`config.mk`:
```
export PLATFORM = sky130hd
export DESIGN_NAME = exec_core_flat
export DESIGN_NICKNAME = d
export VERILOG_FILES = /design/src/rtl/exec_pkg.sv /design/src/rtl/exec_if.sv /design/src/rtl/exec_alu.sv /design/src/rtl/exec_core.sv /design/src/flat_wrapper.sv
export SDC_FILE = /design/constraint.sdc
export NUM_CORES = 1
export LEC_CHECK = 0
export CAP_MARGIN = 20
export CORE_MARGIN = 2
export CORE_UTILIZATION = 35
export DETAILED_ROUTE_END_ITERATION = 8
export PLACE_DENSITY = 0.63
export SLEW_MARGIN = 20
export SYNTH_ARGS = -nofsm -noshare
export SYNTH_HDL_FRONTEND = slang
export SYNTH_SLANG_ARGS = --single-unit
```
`constraint.sdc`:
```
create_clock -name clk -period 3.1 [get_ports clk]
set_input_delay 0.31 -clock clk [delete_from_list [all_inputs] [get_ports clk]]
set_output_delay 0.31 -clock clk [all_outputs]
set_load 0.1 [all_outputs]
```
`src/rtl/exec_pkg.sv`:
```
// Shared definitions for the execute stage: datapath widths, opcodes, flag bit positions
// and small decode helpers.
package exec_pkg;

  localparam int unsigned DATA_W = 8;
  localparam int unsigned WIDE_W = DATA_W + 1;
  localparam int unsigned MSB    = DATA_W - 1;
  localparam int unsigned REG_AW = 2;
  localparam int unsigned MEM_AW = 4;
  localparam int unsigned OP_W   = 4;
  localparam int unsigned FLAG_W = 8;
  localparam int unsigned NFLG   = 4;

  typedef logic [OP_W-1:0] opcode_t;

  localparam opcode_t OP_NOP   = 4'h0;
  localparam opcode_t OP_ADD   = 4'h1;
  localparam opcode_t OP_SUB   = 4'h2;
  localparam opcode_t OP_AND   = 4'h3;
  localparam opcode_t OP_OR    = 4'h4;
  localparam opcode_t OP_XOR   = 4'h5;
  localparam opcode_t OP_NOT   = 4'h6;
  localparam opcode_t OP_SHL   = 4'h7;
  localparam opcode_t OP_SHR   = 4'h8;
  localparam opcode_t OP_INC   = 4'h9;
  localparam opcode_t OP_DEC   = 4'hA;
  localparam opcode_t OP_MOV   = 4'hB;
  localparam opcode_t OP_LDI   = 4'hC;
  localparam opcode_t OP_LOAD  = 4'hD;
  localparam opcode_t OP_STORE = 4'hE;
  localparam opcode_t OP_CMP   = 4'hF;

  localparam int unsigned FLG_Z = 0;
  localparam int unsigned FLG_C = 1;
  localparam int unsigned FLG_N = 2;
  localparam int unsigned FLG_V = 3;

  // NOP, STORE and CMP leave the register file untouched.
  function automatic logic writes_reg(input opcode_t op);
    return !((op == OP_NOP) || (op == OP_STORE) || (op == OP_CMP));
  endfunction

  // NOP and the memory transfers keep the previous flags.
  function automatic logic updates_flags(input opcode_t op);
    return !((op == OP_NOP) || (op == OP_LOAD) || (op == OP_STORE));
  endfunction

endpackage

```
`src/rtl/exec_if.sv`:
```
// Bus between the CPU top (master: instruction and register operands) and the
// execute stage (slave: decoded fields, strobes, result and flags).
interface exec_if;
  import exec_pkg::*;

  logic [DATA_W-1:0] inst;
  logic [DATA_W-1:0] reg_a;
  logic [DATA_W-1:0] reg_b;
  logic [DATA_W-1:0] r0_data;
  logic [OP_W-1:0]   opcode;
  logic [REG_AW-1:0] rd;
  logic [REG_AW-1:0] rs;
  logic [REG_AW-1:0] prevrd;
  logic [DATA_W-1:0] immediate_value;
  logic              reg_write;
  logic              mem_read;
  logic              mem_write;
  logic [MEM_AW-1:0] mem_access_addr;
  logic [DATA_W-1:0] mem_write_data;
  logic [DATA_W-1:0] alu_result;
  logic [FLAG_W-1:0] flag;

  modport master (
    output inst, reg_a, reg_b, r0_data,
    input  opcode, rd, rs, prevrd, immediate_value, reg_write, mem_read, mem_write,
           mem_access_addr, mem_write_data, alu_result, flag
  );

  modport slave (
    input  inst, reg_a, reg_b, r0_data,
    output opcode, rd, rs, prevrd, immediate_value, reg_write, mem_read, mem_write,
           mem_access_addr, mem_write_data, alu_result, flag
  );
endinterface

```
`src/rtl/exec_alu.sv`:
```
// Combinational ALU: result plus the flag vector this opcode would produce.
// Whether those flags are committed is decided by the caller.
module exec_alu
  import exec_pkg::*;
(
  input  logic [DATA_W-1:0] a,
  input  logic [DATA_W-1:0] b,
  input  logic [DATA_W-1:0] imm,
  input  opcode_t           opcode,
  output logic [DATA_W-1:0] result,
  output logic [NFLG-1:0]   flags_nxt
);

  logic [WIDE_W-1:0] wide;
  logic              c;
  logic              v;

  always_comb begin
    wide   = '0;
    result = a;
    c      = 1'b0;
    v      = 1'b0;
    case (opcode)
      OP_ADD: begin
        wide   = {1'b0, a} + {1'b0, b};
        result = wide[MSB:0];
        c      = wide[DATA_W];
        v      = (a[MSB] == b[MSB]) && (result[MSB] != a[MSB]);
      end
      // Bit 8 of the 9-bit difference is the borrow.
      OP_SUB, OP_CMP: begin
        wide   = {1'b0, a} - {1'b0, b};
        result = wide[MSB:0];
        c      = wide[DATA_W];
        v      = (a[MSB] != b[MSB]) && (result[MSB] != a[MSB]);
      end
      OP_INC: begin
        wide   = {1'b0, a} + WIDE_W'(1);
        result = wide[MSB:0];
        c      = wide[DATA_W];
        v      = !a[MSB] && result[MSB];
      end
      OP_DEC: begin
        wide   = {1'b0, a} - WIDE_W'(1);
        result = wide[MSB:0];
        c      = wide[DATA_W];
        v      = a[MSB] && !result[MSB];
      end
      OP_AND: result = a & b;
      OP_OR:  result = a | b;
      OP_XOR: result = a ^ b;
      OP_NOT: result = ~a;
      OP_SHL: begin
        result = {a[MSB-1:0], 1'b0};
        c      = a[MSB];
      end
      OP_SHR: begin
        result = {1'b0, a[MSB:1]};
        c      = a[0];
      end
      OP_MOV: result = b;
      OP_LDI: result = imm;
      default: result = a;
    endcase

    flags_nxt        = '0;
    flags_nxt[FLG_Z] = (result == '0);
    flags_nxt[FLG_C] = c;
    flags_nxt[FLG_N] = result[MSB];
    flags_nxt[FLG_V] = v;
  end

endmodule

```
`src/rtl/exec_core.sv`:
```
// Execute stage: instruction decode, ALU, load/store strobes and addressing,
// plus the registered status flags and previous destination register.
module exec_core
  import exec_pkg::*;
(
  input  logic   clk,
  input  logic   reset,
  exec_if.slave  bus
);

  opcode_t           op;
  logic [DATA_W-1:0] imm;
  logic [DATA_W-1:0] alu_res;
  logic [NFLG-1:0]   alu_flags;
  logic [FLAG_W-1:0] flag_d, flag_q;
  logic [REG_AW-1:0] prevrd_d, prevrd_q;

  assign op  = opcode_t'(bus.inst[7:4]);
  assign imm = {4'b0000, bus.inst[3:0]};

  exec_alu u_alu (
    .a         (bus.reg_a),
    .b         (bus.reg_b),
    .imm       (imm),
    .opcode    (op),
    .result    (alu_res),
    .flags_nxt (alu_flags)
  );

  assign bus.opcode          = op;
  assign bus.rd              = bus.inst[3:2];
  assign bus.rs              = bus.inst[1:0];
  assign bus.immediate_value = imm;
  assign bus.mem_access_addr = bus.inst[MEM_AW-1:0];
  assign bus.mem_write_data  = bus.r0_data;
  assign bus.alu_result      = alu_res;
  assign bus.flag            = flag_q;
  assign bus.prevrd          = prevrd_q;

  // Strobes are gated by reset so nothing is written while the CPU is held.
  always_comb begin
    bus.reg_write = reset && writes_reg(op);
    bus.mem_read  = reset && (op == OP_LOAD);
    bus.mem_write = reset && (op == OP_STORE);
  end

  always_comb begin
    flag_d   = flag_q;
    prevrd_d = bus.inst[3:2];
    if (updates_flags(op)) begin
      flag_d = FLAG_W'(alu_flags);
    end
  end

  always_ff @(posedge clk or negedge reset) begin
    if (!reset) begin
      flag_q   <= '0;
      prevrd_q <= '0;
    end else begin
      flag_q   <= flag_d;
      prevrd_q <= prevrd_d;
    end
  end

endmodule

```
`src/flat_wrapper.sv`:
```
// flat-port wrapper written by rule: the top's interface ports become plain ports
module exec_core_flat import exec_pkg::*;
  (clk, reset, bus_inst, bus_reg_a, bus_reg_b, bus_r0_data, bus_opcode, bus_rd, bus_rs, bus_prevrd, bus_immediate_value, bus_reg_write, bus_mem_read, bus_mem_write, bus_mem_access_addr, bus_mem_write_data, bus_alu_result, bus_flag);
  exec_if bus_i ();
  input  logic clk;
  input  logic reset;
  input wire logic [$bits(bus_i.inst)-1:0] bus_inst;
  input wire logic [$bits(bus_i.reg_a)-1:0] bus_reg_a;
  input wire logic [$bits(bus_i.reg_b)-1:0] bus_reg_b;
  input wire logic [$bits(bus_i.r0_data)-1:0] bus_r0_data;
  output wire logic [$bits(bus_i.opcode)-1:0] bus_opcode;
  output wire logic [$bits(bus_i.rd)-1:0] bus_rd;
  output wire logic [$bits(bus_i.rs)-1:0] bus_rs;
  output wire logic [$bits(bus_i.prevrd)-1:0] bus_prevrd;
  output wire logic [$bits(bus_i.immediate_value)-1:0] bus_immediate_value;
  output wire logic [$bits(bus_i.reg_write)-1:0] bus_reg_write;
  output wire logic [$bits(bus_i.mem_read)-1:0] bus_mem_read;
  output wire logic [$bits(bus_i.mem_write)-1:0] bus_mem_write;
  output wire logic [$bits(bus_i.mem_access_addr)-1:0] bus_mem_access_addr;
  output wire logic [$bits(bus_i.mem_write_data)-1:0] bus_mem_write_data;
  output wire logic [$bits(bus_i.alu_result)-1:0] bus_alu_result;
  output wire logic [$bits(bus_i.flag)-1:0] bus_flag;
  assign bus_i.inst = bus_inst;
  assign bus_i.reg_a = bus_reg_a;
  assign bus_i.reg_b = bus_reg_b;
  assign bus_i.r0_data = bus_r0_data;
  assign bus_opcode = bus_i.opcode;
  assign bus_rd = bus_i.rd;
  assign bus_rs = bus_i.rs;
  assign bus_prevrd = bus_i.prevrd;
  assign bus_immediate_value = bus_i.immediate_value;
  assign bus_reg_write = bus_i.reg_write;
  assign bus_mem_read = bus_i.mem_read;
  assign bus_mem_write = bus_i.mem_write;
  assign bus_mem_access_addr = bus_i.mem_access_addr;
  assign bus_mem_write_data = bus_i.mem_write_data;
  assign bus_alu_result = bus_i.alu_result;
  assign bus_flag = bus_i.flag;
  exec_core u_core (.clk(clk), .reset(reset), .bus(bus_i));
endmodule
```
==> results of run 1 <==
==> kinds of logic after synthesis <==
kind of cell / Yosys count / share of synthesized area
AND/OR/NAND/NOR: 113 / 0.2603
AO/OA/AOI/OAI: 108 / 0.2965
buffers and inverters: 81 / 0.1787
adder cells (fa/ha/maj): 31 / 0.1494
multiplexers: 8 / 0.03527
XOR/XNOR: 7 / 0.02274
flip-flops: 6 / 0.05568
other: 1 / 0.001391
==> sequential cells by signal (all words and copies together), names as in the netlist <==
| signal | flops |
|---|---|
| u_core.bus.prevrd | 2 |
| u_core.bus.flag | 4 |
==> cell usage in the layout (no fill, tap or decap), drive strengths merged, types with 4 or more instances in the layout <==
cell type	count
a21o	5
a21oi	21
a22oi	7
a2bb2oi	4
a31oi	6
and3	4
buf	142
clkdlybuf4s50	20
conb	8
dfrtp	6
dlymetal6s2s	7
ha	29
inv	22
mux2i	5
nand2	16
nand2b	9
nand3	10
nand3b	8
nor2	11
nor2b	7
nor3	11
nor4	4
nor4bb	5
o211ai	4
o21ai	10
o21bai	4
o22ai	4
o31ai	5
or3	6
xnor2	6
==> area by class of cell <==
cell class,count,area (sq um),share of cell area
multi-input combinational,275,2342,0.5406
timing repair buffer,172,1589,0.3667
sequential,6,150.1,0.03465
inverter,22,82.58,0.01906
tap,102,127.6,0.02945
clock buffer,3,41.29,0.009529
==> power by group <==
group	internal, W	leakage (nW)	switching [W]	total (W)
clock network	0.0000835	0.0216	0.0000349	0.000118
registers	0.0000847	0.0767	0.00000394	0.0000887
logic	0.000402	1.86	0.000616	0.00102
==> layer usage <==
layer / vias up / share of wire
met2: 133 / 0.48
met1: 1510 / 0.43
li1: 1534 / -
met3: 26 / 0.056
met4: 0 / 0.031
met5: - / 0
==> metrics by stage <==
stage | power, W | worst slack, ns
after floorplan | 0.0007380 | -0.3851
after global placement | 0.001025 | -0.4112
after detailed placement | 0.001030 | -0.4674
after CTS | 0.001188 | -0.001073
after global routing | 0.001279 | -0.02205
final | 0.001225 | 0.08262
==> timing repair <==
item | in CTS | in global routing
setup endpoints to repair | 5 | 4
hold buffers | 0 | 0
pin swaps | 9 | 7
buffers inserted | 4 | 8
endpoints found under the hold margin | 0 | 0
gates resized for setup | 33 | 27
==> final timing paths <==
kind,from,end,cells past startpoint
worst max-delay path,bus_reg_b[6],bus_alu_result[6],10
worst max register to register,u_core.bus.flag[1],u_core.bus.flag[1],4
min in group clk,u_core.bus.flag[2],u_core.bus.flag[2],2
worst min-delay path,reset,u_core.bus.flag[0],1
max in group asynchronous,reset,u_core.bus.flag[3],1
worst min register to register,u_core.bus.flag[2],u_core.bus.flag[2],2
==> worst reg2reg max path: stages, from the launching register on <==
cell,delay (ns)
dfrtp_1,0.41
nand3_1,0.10
o31ai_1,0.07
a22oi_1,0.18
o2111ai_1,0.15
==> impl_metrics.py, run 1 <==
metrics = {
    "logic_synthesis": {
        "synth_cell_type_count": 74,
        "async_flop_share": 1.000,
        "syn_area_sq_um": 2696,
        "yosys.area.top_type_share": 0.1346,
        "synth_common_cells": "buf_4 (36), ha_1 (29), inv_1 (22)",
        "synth_edf_count": 0,
        "synth.avg_cell_area_sq_um": 7.595,
        "synthTopCellsByArea": "ha_1 (13%), buf_4 (10%), dfrtp_1 (5.6%), a21oi_1 (3.9%), inv_1 (3.1%)",
        "synth_flop_cell": "dfrtp_1",
        "yosys_warnings": 0,
        "synth-seq-cells": 6,
        "ys_seq_area_frac": 0.05568,
        "synth_area_leader_cell": "ha_1",
        "synth_most_common_cell": "buf_4",
        "synthCells": 355,
    },
    "global_routing": {
        "grt_overflow_total": 0,
        "grt_pass1_vias": 3096,
        "grt_pass1_wl_microns": 16160,
        "grt_max_degree": 25,
        "antenna_found_initial": 0,
        "grt-busiest-layer": "met2",
        "grtUsageTotal": 0.2381,
        "met3_usage": 0.02054,
        "grt_use_met1": 0.3277,
        "met2_usage": 0.3928,
    },
    "setup_path": {
        "cp.required_ns": 2.79,
        "critPathLaunchType": "input port",
        "path_max_fanout": 2,
        "arrival_ns": 2.71,
        "path_buf_inv": 4,
        "critPathMaxStageDelay_ns": 0.55,
        "cp_slowest_cell": "or4bb_1",
        "path_class": "in -> out",
        "reg2reg_slack_ns": 2.05,
        "crit_path_cell_trace": "clkdlybuf4s50_1, inv_1, ha_1, mux2i_1, mux2_2, o22ai_1, or4bb_1, a221o_1, buf_4, buf_12",
        "endpoint_kind": "output pin",
        "crit_family": "buffers and inverters",
    },
    "clock_network": {
        "clkTransAtPathRegs_ns": 0.04,
        "numCtsBuffers": 3,
        "clk_latency_ns": 0.23,
        "cts-root-buf": "clkbuf_8",
        "cts.sinks": 6,
        "cts_tree": "done",
        "cts_buffer_depth": 2,
        "h-tree-depth": 1,
    },
    "timing": {
        "fmax_ghz": 0.3314,
        "post-route-min-period_ns": 3.017,
        "final_max_slew_viol_count": 0,
        "fin_crit_sh": 0.9733,
        "setup_tns_ns": 0,
        "hold_viol_final": 0,
        "slew_headroom": 0.3343,
        "skew_ns": 0,
        "holdWs_ns": 0.3465,
        "worstMarginPinSlew_ns": 0.9954,
        "setup_viol": 0,
    },
    "placed_design": {
        "numPortBuffers": 58,
        "place.gp.congestion": 0.9656,
        "dpl.hpwl_microns": 8085,
        "dp.cells": 565,
        "dpl_cell_area_sq_um": 3948,
    },
    "cells_and_area": {
        "syn2layout_area_growth_pct": 60.70,
        "design_area_sq_um": 4333,
        "layout-drive-gt1-share": 0.4331,
        "fin_nets": 545,
        "fin_util": 0.5696,
        "antenna_cells": 0,
        "fill_cells": 720,
        "final_cells": 580,
    },
    "power": {
        "powerDensity_nw_per_um2": 282.7,
        "power.leakage_nw": 1.954,
        "irDropWorstVdd_mv": 0.1759,
    },
    "floorplan": {
        "die_y_microns": 91.77,
        "coreArea_sq_um": 7607,
        "pin_count": 83,
        "start_util": 0.3544,
        "dieArea_sq_um": 8422,
        "rows": 32,
        "die_w_microns": 91.77,
    },
    "route": {
        "postRouteAntennaNets": 0,
        "drt_iter0_drc": 227,
        "drt_wl_total_microns": 10290,
        "firstDrtPassIters": 4,
        "routedWlPerCell_microns": 17.74,
        "vias": 3203,
        "route.detailed.drc": 0,
        "vias_per_cell": 5.522,
    },
    "hold_path": {
        "hp-class": "in -> async",
    },
    "outcome": {
        "status": "completed",
    },
    "run": {
        "maxCapViolCount": 0,
    },
}
Note: power is estimated with default switching activity, not from simulation.
==> inputs of run 2 (changes only) <==
Settings changed: PLACE_DENSITY 0.63 to 0.61.
Clock period 3.1 ns to 3.48 ns, I/O delays scaled along.
==> impl_metrics.py, run 2 (synthesis results as in run 1) <==
metrics = {
    "outcome": {
        "status": "completed",
    },
    "power": {
        "power.leakage_nw": 1.593,
        "powerDensity_nw_per_um2": 267.8,
        "p_total_w": 0.0009870,
        "irDropWorstVdd_mv": 0.2428,
    },
    "cells_and_area": {
        "fin_util": 0.4845,
        "fin_nets": 486,
        "most-common-layout-cells": "buf_4 (67), clkdlybuf4s50_1 (30), ha_1 (28)",
        "layout_commonest_cell": "buf_4",
        "largest_reg_flops": 4,
        "antenna_cells": 0,
        "design_area_sq_um": 3686,
        "layout-drive-gt1-share": 0.2745,
        "syn2layout_area_growth_pct": 36.71,
    },
    "global_routing": {
        "antenna_found_initial": 0,
        "grtUsageTotal": 0.2154,
        "grt_overflow_total": 0,
        "grt_pass1_vias": 2954,
        "grt_pass1_wl_microns": 14840,
        "grt_max_degree": 39,
    },
    "setup_path": {
        "reg2reg_slack_ns": 2.44,
        "reg2regPathDepth": 4,
        "endpoint_kind": "output pin",
        "critPathLaunchType": "input port",
        "crit_path_cell_trace": "clkdlybuf4s50_1, inv_1, ha_1, inv_1, fa_1, a311oi_2, buf_4, o31ai_1, xnor2_1, a221o_1, buf_4, buf_12",
        "path_buf_inv": 6,
        "cp_slowest_cell": "clkdlybuf4s50_1",
        "path_max_fanout": 3,
        "r2r_start": "u_core.bus.flag[1]",
        "cp.required_ns": 3.13,
        "rr_endpoint": "u_core.bus.flag[1]",
        "arrival_ns": 2.99,
        "critPathMaxStageDelay_ns": 0.45,
        "path_class": "in -> out",
        "crit_family": "buffers and inverters",
    },
    "clock_network": {
        "clkTransAtPathRegs_ns": 0.04,
        "cts_buffer_depth": 2,
        "cts.sinks": 6,
        "post_cts_buffers": 0,
        "h-tree-depth": 1,
        "numCtsBuffers": 3,
        "cts-root-buf": "clkbuf_8",
        "cts_tree": "done",
        "clk_latency_ns": 0.22,
    },
    "placed_design": {
        "dpl.hpwl_microns": 7264,
        "numPortBuffers": 58,
        "place.gp.congestion": 0.9727,
        "dpl_cell_area_sq_um": 3576,
    },
    "route": {
        "routedWlPerCell_microns": 17.64,
        "drt_wl_total_microns": 9193,
        "postRouteAntennaNets": 0,
        "firstDrtPassIters": 5,
        "drt_iter0_drc": 259,
        "vias_per_cell": 5.756,
        "vias": 2999,
        "route.detailed.drc": 0,
    },
    "floorplan": {
        "coreArea_sq_um": 7607,
        "die_y_microns": 91.77,
        "die_w_microns": 91.77,
        "pin_count": 83,
        "start_util": 0.3544,
        "rows": 32,
        "dieArea_sq_um": 8422,
    },
    "run": {
        "maxCapViolCount": 0,
    },
    "timing": {
        "slew_headroom": 0.3514,
        "fmax_ghz": 0.2994,
        "skew_ns": 0,
        "fin_crit_sh": 0.9598,
        "rsz0062_at_grt": "false",
        "worstMarginPinSlew_ns": 0.9698,
        "hold_viol_final": 0,
        "setup_viol": 0,
        "final_max_slew_viol_count": 0,
        "post-route-min-period_ns": 3.340,
    },
    "hold_path": {
        "hp-class": "in -> async",
    },
}
## run 2: changes by cell type in the layout (fill, tap and decap cells not counted), moves of 3 or more
cell and delta:
inv_1 +8, dlymetal6s2s_1 -7, clkdlybuf4s50_1 +10, ha_4 -4
ha_1 +9, dlygate4sd2_1 -3, buf_6 -3, inv_2 -8
buf_4 -55, ha_2 -5
## run 2: through the flow
| step | hold slack [ns] | worst slack (ns) | TNS [ns] | instances |
|---|---|---|---|---|
| 2_1_floorplan | 0.05241 | -0.04441 | -0.07416 | 362 |
| 3_3_place_gp | 0.4719 | -0.3086 | -0.4879 | 518 |
| 3_5_place_dp | 0.4804 | -0.3080 | -0.4781 | 518 |
| 4_1_cts | 0.3938 | 0.05648 | 0 | 521 |
| 5_1_grt | 0.4134 | 0.01004 | 0 | 521 |
| 6_report | 0.3934 | 0.1398 | 0 | 521 |
## run 2: where the power goes
| group | internal, W | switching, W | total [W] |
|---|---|---|---|
| clock | 0.0000742 | 0.0000294 | 0.000104 |
| combinational | 0.000287 | 0.000517 | 0.000805 |
| sequential | 0.0000755 | 0.00000334 | 0.0000788 |
## run 2: worst max path at each step
stage / cells past startpoint / start / slack (ns) / endpoint
after global placement: 12 / bus_reg_b[2] / -0.31 / bus_alu_result[7]
after detailed placement: 12 / bus_reg_b[2] / -0.31 / bus_alu_result[7]
after CTS: 12 / bus_reg_b[1] / 0.06 / bus_alu_result[7]
after floorplan: 10 / bus_reg_a[2] / -0.04 / u_core.bus.flag[0]
after global routing: 10 / bus_reg_b[0] / 0.01 / bus_alu_result[6]
final: 12 / bus_reg_a[0] / 0.14 / bus_alu_result[6]
## run 2: routing by layer
layer / vias up / GRT usage / part of all wire
li1: 1424 / - / -
met1: 1424 / 0.2851 / 0.43
met2: 134 / 0.3621 / 0.48
met3: 17 / 0.03122 / 0.071
met4: 0 / 0.06468 / 0.023
met5: - / 0 / 0
## run 2: worst register-to-register path: stages, from the launching register on
cell	delay, ns
dfrtp_1	0.39
nand3_1	0.09
o31ai_1	0.07
a22oi_1	0.18
o2111ai_1	0.16
## run 2: final cells by class
class / instances / area (sq um)
clock buffers: 3 / 41.29
flip-flops and latches: 6 / 150.1
inverters: 22 / 82.58
multi-input cells: 275 / 2176
fillers: 768 / 3921
repair buffers: 113 / 1109
well taps: 102 / 127.6
## run 2: what timing repair did
| item | 4_1_cts | 5_1_grt |
|---|---|---|
| pin swaps | 0 | 2 |
| setup endpoints to repair | 2 | 4 |
| gates cloned | 0 | 0 |
| hold buffers | 0 | 0 |
| gates resized for setup | 5 | 7 |
==> inputs of run 3 (changes only) <==
Settings changed: REMOVE_ABC_BUFFERS set to 1, TNS_END_PERCENT set to 5.
Clock period 3.48 ns to 3.3 ns, I/O delays scaled along.
==> impl_metrics.py, run 3 (synthesis results as in run 1) <==
metrics = {
    "timing": {
        "skew_ns": 0,
        "final_max_slew_viol_count": 0,
        "setup_tns_ns": 0,
        "hold_viol_final": 0,
        "post-route-min-period_ns": 3.219,
        "worstMarginPinSlew_ns": 0.9717,
        "fin_crit_sh": 0.9755,
        "setup_viol": 0,
        "slew_headroom": 0.3502,
        "fmax_ghz": 0.3106,
        "final.setup.worst_slack_ns": 0.08084,
    },
    "route": {
        "route.detailed.drc": 0,
        "postRouteAntennaNets": 0,
        "firstDrtPassIters": 5,
        "drt_iter0_drc": 285,
        "vias_per_cell": 5.744,
        "drt_wl_total_microns": 9474,
        "vias": 3050,
        "routedWlPerCell_microns": 17.84,
    },
    "cells_and_area": {
        "syn2layout_area_growth_pct": 42.32,
        "final_cells": 531,
        "antenna_cells": 0,
        "largest_reg_flops": 4,
        "most-common-layout-cells": "buf_4 (77), clkdlybuf4s50_1 (30), ha_1 (26)",
        "fill_cells": 756,
        "fin_nets": 496,
        "design_area_sq_um": 3837,
        "layout_commonest_cell": "buf_4",
        "layout-drive-gt1-share": 0.3124,
    },
    "hold_path": {
        "hp-class": "in -> async",
    },
    "clock_network": {
        "cts_hold_buf": 0,
        "clkTransAtPathRegs_ns": 0.03,
        "cts_tree": "done",
        "cts.sinks": 6,
        "post_cts_buffers": 0,
        "cts_buffer_depth": 2,
        "clk_latency_ns": 0.22,
        "h-tree-depth": 1,
        "numCtsBuffers": 3,
        "cts-root-buf": "clkbuf_8",
    },
    "setup_path": {
        "endpoint_kind": "output pin",
        "critPathLaunchType": "input port",
        "cp.required_ns": 2.97,
        "path_buf_inv": 6,
        "cp_slowest_cell": "clkdlybuf4s50_1",
        "crit_path_cell_trace": "clkdlybuf4s50_1, inv_1, ha_2, inv_1, fa_2, a311oi_2, buf_4, o31ai_4, xnor2_1, a221o_1, buf_4, buf_12",
        "path_class": "in -> out",
        "critPathMaxStageDelay_ns": 0.44,
        "path_max_fanout": 3,
        "arrival_ns": 2.89,
        "crit_family": "buffers and inverters",
    },
    "placed_design": {
        "numPortBuffers": 58,
        "dpl.hpwl_microns": 7428,
        "dpl_cell_area_sq_um": 3635,
        "place_ws_ns": -0.2064,
        "place.gp.congestion": 0.9491,
        "dp.cells": 528,
    },
    "global_routing": {
        "grt_pass1_wl_microns": 15170,
        "grt_max_degree": 41,
        "antenna_found_initial": 0,
        "grt_overflow_total": 0,
        "grtUsageTotal": 0.2211,
        "grt_pass1_vias": 3004,
    },
    "power": {
        "clockPowerShare": 0.100,
        "power_frac_seq": 0.077,
        "p_switching_w": 0.0005918,
        "switching_share": 0.5517,
        "combPwrFrac": 0.823,
        "p_int_w": 0.0004808,
        "irDropWorstVdd_mv": 0.1769,
        "powerDensity_nw_per_um2": 279.5,
        "power.leakage_nw": 1.642,
    },
    "floorplan": {
        "pin_count": 83,
        "rows": 32,
        "die_y_microns": 91.77,
        "coreArea_sq_um": 7607,
        "start_util": 0.3544,
        "dieArea_sq_um": 8422,
        "die_w_microns": 91.77,
    },
    "outcome": {
        "status": "completed",
    },
    "run": {
        "maxCapViolCount": 0,
    },
}
==> run 3: changes by cell type in the layout (fill, tap and decap cells not counted), sizes merged <==
cell,delta
buf,+10
==> run 3: cell type report <==
cell class              instances  area [sq um]  area share
repair buffers                123          1184      0.3084
flip-flops and latches          6         150.1     0.03913
multi-input cells             275          2252      0.5869
inverters                      22         82.58     0.02152
clock buffers                   3         41.29     0.01076
well taps                     102         127.6     0.03326
==> run 3: power groups by stage <==
stage          combinational, W  sequential, W  clock [W]
2_1_floorplan          0.000379       0.000124          0
3_3_place_gp           0.000841      0.0000834          0
3_5_place_dp           0.000842      0.0000836          0
4_1_cts                0.000858      0.0000828   0.000110
5_1_grt                0.000927      0.0000836   0.000117
6_report               0.000883      0.0000827   0.000107
==> run 3: worst paths after layout <==
path                                      end  slack, ns  cells after the start                from
max                         bus_alu_result[6]       0.08                     12        bus_reg_a[0]
min reg2reg                u_core.bus.flag[2]       0.48                      2  u_core.bus.flag[2]
min in group clk           u_core.bus.flag[2]       0.48                      2  u_core.bus.flag[2]
max in group asynchronous  u_core.bus.flag[2]       2.69                      1               reset
min                        u_core.bus.flag[0]       0.37                      1               reset
max reg2reg                u_core.bus.flag[1]       2.21                      4  u_core.bus.flag[1]
==> run 3: worst reg2reg max path, delay by kind of cell (launching register included) <==
family,cells,cell delay (ns)
flops,1,0.39
simple gates,1,0.09
compound gates,3,0.46
==> run 3: per-stage QoR <==
step | util | hold WS (ns) | power [W]
3_5_place_dp | 0.4778 | 0.4730 | 0.0009256
2_1_floorplan | - | 0.03441 | 0.0005034
6_report | 0.5044 | 0.3738 | 0.001073
4_1_cts | 0.4900 | 0.3804 | 0.001050
3_3_place_gp | 0.4778 | 0.4619 | 0.0009245
5_1_grt | 0.5044 | 0.4015 | 0.001127
==> run 3: routing by layer <==
| layer | wire length, microns | share of wire | GRT usage | vias to the layer above |
|---|---|---|---|---|
| li1 | - | - | - | 1444 |
| met1 | 4177 | 0.44 | 0.2886 | 1447 |
| met2 | 4553 | 0.48 | 0.3909 | 147 |
| met3 | 579 | 0.061 | 0.02301 | 12 |
| met4 | 165 | 0.017 | 0.05100 | 0 |
| met5 | 0 | 0 | 0 | - |
==> run 3: timing repair <==
action,4_1_cts,5_1_grt
pin swaps,2,5
resized for setup,10,18
endpoints found under the setup margin,3,3
